$ cat src/rtl/rgb_pkg.sv
// Shared constants and channel helpers for the RGB PWM driver.
package rgb_pkg;

  localparam int RGB_W     = 24;
  localparam int CH_W      = 8;
  localparam int R_OFF     = 16;
  localparam int G_OFF     = 8;
  localparam int B_OFF     = 0;
  localparam int PWM_STEPS = 256;

  typedef enum logic [1:0] {
    CH_R,
    CH_G,
    CH_B
  } ch_e;

  typedef logic [CH_W-1:0] duty_t;

  function automatic duty_t ch_duty(
    input logic [RGB_W-1:0] rgb,
    input ch_e              ch
  );
    case (ch)
      CH_R:    ch_duty = rgb[R_OFF +: CH_W];
      CH_G:    ch_duty = rgb[G_OFF +: CH_W];
      default: ch_duty = rgb[B_OFF +: CH_W];
    endcase
  endfunction

endpackage

$ cat src/rtl/rgb_pwm_driver_pwm_channel.sv
// One PWM channel: registered compare of step counter against duty.
// RGB_PWM_ACTIVE_LOW_EN selects inverted (common-anode) LED levels.
module pwm_channel
  import rgb_pkg::*;
(
  input  logic  clk,
  input  logic  rst,
  input  logic  enable,
  input  duty_t cnt,
  input  duty_t duty,
  output logic  led
);

`ifdef RGB_PWM_ACTIVE_LOW_EN
  localparam logic LED_OFF = 1'b1;
`else
  localparam logic LED_OFF = 1'b0;
`endif

  logic led_q, led_d;

  always_comb begin
    led_d = LED_OFF;
    if (enable) begin
      led_d = (cnt < duty) ^ LED_OFF;
    end
  end

  always_ff @(posedge clk or posedge rst) begin
    if (rst) begin
      led_q <= LED_OFF;
    end else begin
      led_q <= led_d;
    end
  end

  assign led = led_q;

endmodule

$ cat src/rtl/rgb_pwm_driver.sv
// Three-channel LED PWM driven by a 24-bit RGB code, glitch-free reload.
// RGB_PWM_ACTIVE_LOW_EN selects inverted (common-anode) LED levels.
module rgb_pwm_driver
  import rgb_pkg::*;
#(
  parameter int PRESCALE = 4,
  parameter int PRE_W    = 8
) (
  input  logic             clk,
  input  logic             rst,
  input  logic             enable,
  input  logic [RGB_W-1:0] rgb_in,
  input  logic             rgb_load,
  output logic             led_r,
  output logic             led_g,
  output logic             led_b,
  output logic             period_start
);

  localparam logic [PRE_W-1:0] PRE_MAX = PRE_W'(PRESCALE - 1);
  localparam duty_t            CNT_MAX = duty_t'(PWM_STEPS - 1);

  logic [PRE_W-1:0] pre_q, pre_d;
  duty_t            cnt_q, cnt_d;
  logic [RGB_W-1:0] shadow_q, shadow_d;
  logic [RGB_W-1:0] active_q, active_d;
  logic             en_q, en_d;
  logic             ps_q, ps_d;
  logic             rise, run, tick, wrap;

  // The rising-enable edge only loads duty; counting starts after it
  // so the first period is a full clean one starting at cnt 0.
  always_comb begin
    en_d     = enable;
    rise     = enable && !en_q;
    run      = enable && en_q;
    tick     = run && (pre_q == PRE_MAX);
    wrap     = tick && (cnt_q == CNT_MAX);
    pre_d    = '0;
    cnt_d    = '0;
    if (run) begin
      pre_d = tick ? '0 : pre_q + 1'b1;
      cnt_d = tick ? cnt_q + 1'b1 : cnt_q;
    end
    shadow_d = rgb_load ? rgb_in : shadow_q;
    active_d = active_q;
    if (wrap || rise) begin
      active_d = rgb_load ? rgb_in : shadow_q;
    end
    ps_d     = wrap || rise;
  end

  always_ff @(posedge clk or posedge rst) begin
    if (rst) begin
      pre_q    <= '0;
      cnt_q    <= '0;
      shadow_q <= '0;
      active_q <= '0;
      en_q     <= 1'b0;
      ps_q     <= 1'b0;
    end else begin
      pre_q    <= pre_d;
      cnt_q    <= cnt_d;
      shadow_q <= shadow_d;
      active_q <= active_d;
      en_q     <= en_d;
      ps_q     <= ps_d;
    end
  end

  assign period_start = ps_q;

  pwm_channel u_ch_r (
    .clk    (clk),
    .rst    (rst),
    .enable (enable),
    .cnt    (cnt_q),
    .duty   (ch_duty(active_q, CH_R)),
    .led    (led_r)
  );

  pwm_channel u_ch_g (
    .clk    (clk),
    .rst    (rst),
    .enable (enable),
    .cnt    (cnt_q),
    .duty   (ch_duty(active_q, CH_G)),
    .led    (led_g)
  );

  pwm_channel u_ch_b (
    .clk    (clk),
    .rst    (rst),
    .enable (enable),
    .cnt    (cnt_q),
    .duty   (ch_duty(active_q, CH_B)),
    .led    (led_b)
  );

endmodule

$ cat config.mk
export PLATFORM = sky130hd
export DESIGN_NAME = rgb_pwm_driver
export DESIGN_NICKNAME = d
export VERILOG_FILES = /design/src/rtl/rgb_pkg.sv /design/src/rtl/rgb_pwm_driver_pwm_channel.sv /design/src/rtl/rgb_pwm_driver.sv
export SDC_FILE = /design/constraint.sdc
export NUM_CORES = 1
export LEC_CHECK = 0
export CORE_ASPECT_RATIO = 1.5
export CORE_UTILIZATION = 45
export DETAILED_ROUTE_END_ITERATION = 8
export GPL_ROUTABILITY_DRIVEN = 1
export HOLD_SLACK_MARGIN = 0.08
export PLACE_DENSITY = 0.76
export RECOVER_POWER = 50
export SLEW_MARGIN = 20
export SYNTH_ARGS = -nofsm -noshare
export SYNTH_HDL_FRONTEND = slang
export SYNTH_SLANG_ARGS = --single-unit
$ cat constraint.sdc
create_clock -name clk -period 2.8 [get_ports clk]
set_input_delay 0.28 -clock clk [delete_from_list [all_inputs] [get_ports clk]]
set_output_delay 0.28 -clock clk [all_outputs]
set_load 0.02 [all_outputs]
==> run summary, run 1 <==
Status: finished with violations
Violated checks: DRC, capacitance limit, slew limit
Cell area after synthesis: 3230 sq um
Worst setup margin: 0.474 ns
Worst min path class: flip-flop to flip-flop
DP HPWL: 4110 microns
Critical path endpoint category: flip-flop
Pre-CTS setup slack: 0.496 ns
Non-filler cells, final: 380
CP max FO: 16
Total grt overflow: 0
Num ports: 32
Post-layout min period: 2.33 ns
Max-slew violations: 70
RSZ-0062 raised after global routing: no
Die height: 106 microns
Commonest non-fill, non-tap cell in the layout: dfrtp_1
Clk sink count: 69
Met3 WL post-DR: 153 microns
Met1 Wirelength: 2290 microns
Max cap viols: 1
Area grow syn2layout: 18.1%
Worst Max-Slew Pin Slew: 1.62 ns
Fin. Hold Viols: 0
Layout Nets: 348
Via Count: 2033
Ant. Diodes: 0
Mapped Avg Cell Area: 12.6 sq um
Crit path launch type: flip-flop
Routed Antenna Nets: 0
Metal2 WL: 2970 microns
Final WL: 5640 microns
Post-synth cell types: 28
Iter 0 DRT Violations: 84
Layout Skew: 0.00503 ns
Hold_sp: shadow_q[19]
Final setup violation count: 0
Critical Path, Cell by Cell: ha_1 -> nor4b_4 -> nand4_2 -> o22ai_4 -> buf_12 -> mux2_2
Synth area leaders: dfrtp_1 (53%), mux2_2 (16%), ha_1 (8.9%)
Clk Latency, worst-skew pair: 0.35 ns
First-pass GRT wire length: 9670 microns
DIE WIDTH: 71.2 microns
Rows: 37
Layout cells sized above 1: 0.228
Antenna violations before repair: 0
Core area: 6900 sq um
Maximum VDD drop: 0.211 mV
Yosys Warn Count: 0
Post_cts resized: 0
GP Congestion: 0.875
Reg-to-Reg End: active_q[10]
DP Area: 3650 sq um
Tot GR Track Use: 0.171
Post-CTS setup buffers: 0
Top Metal Used: met4
Setup CP Type: flip-flop to flip-flop
Syn Inst Count: 257
Fmax: 430 MHz
Register area share after synthesis: 0.534
Fill count: 558
Post-synth net total: 308
DRC viols: 4
Worst endpoint required time: 3.03 ns
CTS root buf: clkbuf_8
Setup TNS: 0 ns
Power per cell area: 570 nW/um^2
Most frequent cells in the layout: dfrtp_1 (69), mux2_2 (47), clkdlybuf4s50_1 (29)
Slew margin rel.: -0.0776
CTS H-tree lvls: 3
Slowest CP cell: o22ai_4
Worst-path clk slew: 0.07 ns
Clock buffer depth: 2
Cell taking the most area after synthesis: dfrtp_1
Placed insts: 364
Final core utilization: 0.553
Share of the synthesized area in the top cell type: 0.534
CTS buffer count: 9
Predominant post-synthesis flop cell: dfrtp_1
Starting density of the core: 0.469
Largest net degree at the start of global routing: 70
CTS tree: done
Buffers on Ports: 31
Critical Path Max Stage Delay: 0.42 ns
FF-to-FF setup slack: 0.47 ns
DRT Pass-1 Iters: 6
DR vias/cell: 5.35
Critical R2R Launch: pre_q[0]
CP Buf/Inv Count: 1
Final period utilization: 0.831
Routed length per instance: 14.8 microns
Hold depth: 1
Die area: 7530 sq um
Crit-path leading delay family: simple AND/OR/NAND/NOR gates
Post-synth EDFFs: 0
Final Cell Area: 3820 sq um
CTS Hold Bufs: 0
Vias in the first global route: 2091
Reg2Reg Depth: 6
Async set or reset register ratio after synthesis: 1.00
Worst Path Arrival: 2.56 ns
Static Leak: 1.76 nW
Synth Register Bits: 69
Hold EP: shadow_q[19]
-- cell families after synthesis --
family                   synth area share
buffers and inverters              0.0406
adder cells (fa/ha/maj)            0.0890
AND/OR/NAND/NOR                    0.0952
AO/OA/AOI/OAI                      0.0437
flip-flops                          0.534
XOR/XNOR                           0.0298
multiplexers                        0.167
-- routing by layer --
metal,GRT usage,up-vias
li1,-,971
met1,0.190,1007
met2,0.284,39
met3,0.0335,16
met4,0.133,0
met5,0,-
-- through the flow --
| stage | total power, mW | hold WS, ns |
|---|---|---|
| floorplan | 1.37 | 0.311 |
| global placement | 1.47 | 0.472 |
| detailed placement | 1.49 | 0.487 |
| CTS | 2.21 | 0.316 |
| global route | 2.29 | 0.506 |
| finish | 2.18 | 0.497 |
-- Yosys cell counts, types with 2 or more instances --
cell,count
inv_1,26
nand2_1,5
nand2b_1,3
and3_1,5
o2111ai_1,4
ha_1,23
a2111oi_0,3
nor2b_1,3
buf_6,2
o21ai_0,4
nand3_1,11
clkbuf_1,3
nor3_1,6
xor2_1,10
dfrtp_1,69
nor2_1,15
mux2_2,47
a21oi_1,8
-- state kept, by name, summed over array words and instances (netlist names) --
name,count
shadow_q,24
en_q,1
active_q,24
u_ch_r.led,1
u_ch_g.led,1
pre_q,8
cnt_q,8
period_start,1
u_ch_b.led,1
-- where the power goes --
group	total (mW)	switching, mW	internal [mW]
Clock	0.716	0.352	0.365
Sequential	1.15	0.0468	1.10
Combinational	0.309	0.138	0.171
-- worst register-to-register path: stages, from the launching register on --
cell and delay (ns):
dfrtp_1 0.41, ha_1 0.25, nor4b_4 0.36, nand4_2 0.21, o22ai_4 0.42, buf_12 0.22
mux2_2 0.34
-- area by class of cell --
type / instances / area [sq um] / area share
repair buffers: 34 / 343 / 0.0898
inverters: 26 / 97.6 / 0.0256
flip-flops and latches: 69 / 1730 / 0.452
clock inverters: 4 / 22.5 / 0.00590
multi-input cells: 157 / 1370 / 0.360
well taps: 78 / 97.6 / 0.0256
clock buffers: 12 / 155 / 0.0407
-- worst max-delay path by stage --
stage | from | end | depth (start not counted)
global placement | pre_q[0] | active_q[14] | 6
detailed placement | pre_q[0] | active_q[23] | 6
global route | pre_q[0] | active_q[12] | 6
CTS | pre_q[0] | active_q[10] | 6
finish | pre_q[0] | active_q[10] | 6
floorplan | rst | active_q[0] | 1
Note: power is estimated with default switching activity, not from simulation.
==> run 2, diff against run 1 <==
==> constraint.sdc (replaced) <==
create_clock -name clk -period 2.2 [get_ports clk]
set_input_delay 0.22 -clock clk [delete_from_list [all_inputs] [get_ports clk]]
set_output_delay 0.22 -clock clk [all_outputs]
set_load 0.02 [all_outputs]
==> run 2 against run 1 <==
The flow finishes with violations (DRC). First-iteration DRC count rose by 6.0%. Flip-flop and latch count unchanged. Combinational power increased by 29%. Largest power group unchanged. Register-to-register slack worse by 0.30 ns. Critical endpoint is now active_q[5].
==> run summary, run 2 (synthesis results as in run 1) <==
Worst min path class: primary input to async pin (was flip-flop to flip-flop)
Commonest non-fill, non-tap cell in the layout: dfrtp_1 (unchanged)
Largest regs: active_q x24, shadow_q x24 (unchanged)
Layout Nets: 352 (was 348)
CTS buffer count: 9 (unchanged)
Post-layout min period: 2.02 ns (was 2.33 ns)
Flop pwr share: 0.510 (was 0.529)
Fill count: 584 (was 558)
Starting density of the core: 0.469 (unchanged)
Final period utilization: 0.919 (was 0.831)
Fin. Hold Viols: 0 (unchanged)
Worst Path Arrival: 2.25 ns (was 2.56 ns)
Clk network pwr share: 0.351 (was 0.329)
GP Congestion: 0.875 (unchanged)
Via Count: 2084 (was 2033)
CTS Hold Bufs: 0 (unchanged)
Routed length per instance: 15.4 microns (was 14.8 microns)
DIE WIDTH: 71.2 microns (unchanged)
Crit path launch type: flip-flop (unchanged)
Num ports: 32 (unchanged)
Area grow syn2layout: 19.7% (was 18.1%)
Slowest CP cell: dfrtp_1 (was o22ai_4)
Critical Path, Cell by Cell: ha_1 -> nor4b_4 -> nand4_2 -> o22ai_4 -> buf_12 -> mux2_2 (unchanged)
Clk Latency, worst-skew pair: 0.35 ns (about the same)
Antenna violations before repair: 0 (unchanged)
CP Buf/Inv Count: 1 (unchanged)
Critical Path Max Stage Delay: 0.41 ns (was 0.42 ns)
Die area: 7530 sq um (unchanged)
Most frequent cells in the layout: dfrtp_1 (69), mux2_2 (47), clkdlybuf4s50_1 (29) (unchanged)
DP HPWL: 4290 microns (was 4110 microns)
Max cap viols: 0 (was 1)
Fmax: 494 MHz (was 430 MHz)
Post_cts resized: 0 (unchanged)
DR vias/cell: 5.43 (was 5.35)
Ant. Diodes: 0 (unchanged)
Register area: 1730 sq um (unchanged)
Vias in the first global route: 2179 (was 2091)
Tot GR Track Use: 0.175 (was 0.171)
Worst-path clk slew: 0.07 ns (about the same)
Clock buffer depth: 2 (unchanged)
Largest net degree at the start of global routing: 34 (was 70)
Slew margin rel.: 0.429 (was -0.0776)
CTS root buf: clkbuf_8 (unchanged)
Clk sink count: 69 (unchanged)
Buffers on Ports: 31 (unchanged)
Internal Power: 2.17 mW (was 1.64 mW)
Layout Skew: 0.00827 ns (was 0.00503 ns)
RSZ-0062 raised after global routing: no (unchanged)
Power per cell area: 743 nW/um^2 (was 570 nW/um^2)
Tot Pwr: 2.87 mW (was 2.18 mW)
Max-slew violations: 0 (was 70)
Core area: 6900 sq um (unchanged)
CTS tree: done (unchanged)
Maximum VDD drop: 0.315 mV (was 0.211 mV)
Layout cells sized above 1: 0.235 (was 0.228)
Setup CP Type: flip-flop to flip-flop (unchanged)
Iter 0 DRT Violations: 89 (was 84)
DRT Pass-1 Iters: 6 (unchanged)
Final WL: 5930 microns (was 5640 microns)
CP max FO: 25 (was 16)
Crit-path leading delay family: simple AND/OR/NAND/NOR gates (unchanged)
Total grt overflow: 0 (unchanged)
Critical path endpoint category: flip-flop (unchanged)
Worst endpoint required time: 2.43 ns (was 3.03 ns)
CTS H-tree lvls: 3 (unchanged)
Final setup violation count: 0 (unchanged)
Violated checks: DRC (was DRC, capacitance limit, slew limit)
Net Sw Frac: 0.244 (was 0.246)
First-pass GRT wire length: 9880 microns (was 9670 microns)
NetSw: 0.700 mW (was 0.536 mW)
DRC viols: 4 (unchanged)
Multi-input gate area: 1370 sq um (unchanged)
Static Leak: 1.79 nW (was 1.76 nW)
Post-CTS setup buffers: 0 (unchanged)
Worst Max-Slew Pin Slew: 0.856 ns (was 1.62 ns)
Combinational share of power: 0.139 (was 0.142)
Die height: 106 microns (unchanged)
Setup TNS: 0 ns (unchanged)
Rows: 37 (unchanged)
Status: finished with violations (unchanged)
Routed Antenna Nets: 0 (unchanged)
[run 2: cell types whose count changed in the layout (fill, tap and decap cells not counted)]
| cell | before | now |
|---|---|---|
| clkbuf_1 | 1 | 2 |
| buf_12 | 1 | 2 |
| clkinvlp_4 | 1 | 0 |
| clkinv_2 | 3 | 4 |
| bufinv_16 | 0 | 1 |
| buf_4 | 1 | 3 |
| inv_1 | 25 | 26 |
| clkinv_1 | 1 | 0 |
| clkbuf_8 | 11 | 10 |
[run 2: power by group through the flow]
stage	Clock [mW]	Combinational, mW	Sequential (mW)
global placement	0	0.390	1.48
finish	1.01	0.400	1.47
floorplan	0	0.273	1.48
global route	1.08	0.452	1.48
detailed placement	0	0.413	1.49
CTS	1.03	0.416	1.47
[run 2: final timing paths]
path	from	end	slack (ns)	cells past startpoint
max in group asynchronous	rst	shadow_q[20]	0.43	3
hold reg to reg	active_q[12]	active_q[12]	0.49	1
setup / recovery	pre_q[0]	active_q[5]	0.18	6
min in group clk	active_q[12]	active_q[12]	0.49	1
hold / removal	rst	shadow_q[6]	0.48	2
setup reg to reg	pre_q[0]	active_q[5]	0.18	6
[run 2: per-stage QoR]
stage	util	hold WS (ns)	std cells	cell area, sq um	worst slack, ns
finish	0.561	0.485	384	3870	0.177
global route	0.561	0.498	384	3870	0.0725
CTS	0.564	0.227	384	3890	0.176
detailed placement	0.536	0.476	368	3700	0.180
global placement	0.536	0.470	368	3700	0.301
floorplan	-	0.251	257	3230	0.205
[run 2: layout make-up]
class                      instances  share of cell area
inverter                          26              0.0252
tap                               78              0.0252
clock inverter                     5              0.0129
timing repair buffer              38              0.0986
sequential                        69               0.446
multi-input combinational        157               0.355
clock buffer                      11              0.0365
[run 2: per-layer routing]
| layer | global-route usage | vias up | share of wire |
|---|---|---|---|
| met5 | 0 | - | 0 |
| met4 | 0.119 | 0 | 0.039 |
| met3 | 0.0354 | 24 | 0.034 |
| met2 | 0.309 | 45 | 0.53 |
| met1 | 0.184 | 1029 | 0.40 |
| li1 | - | 986 | - |
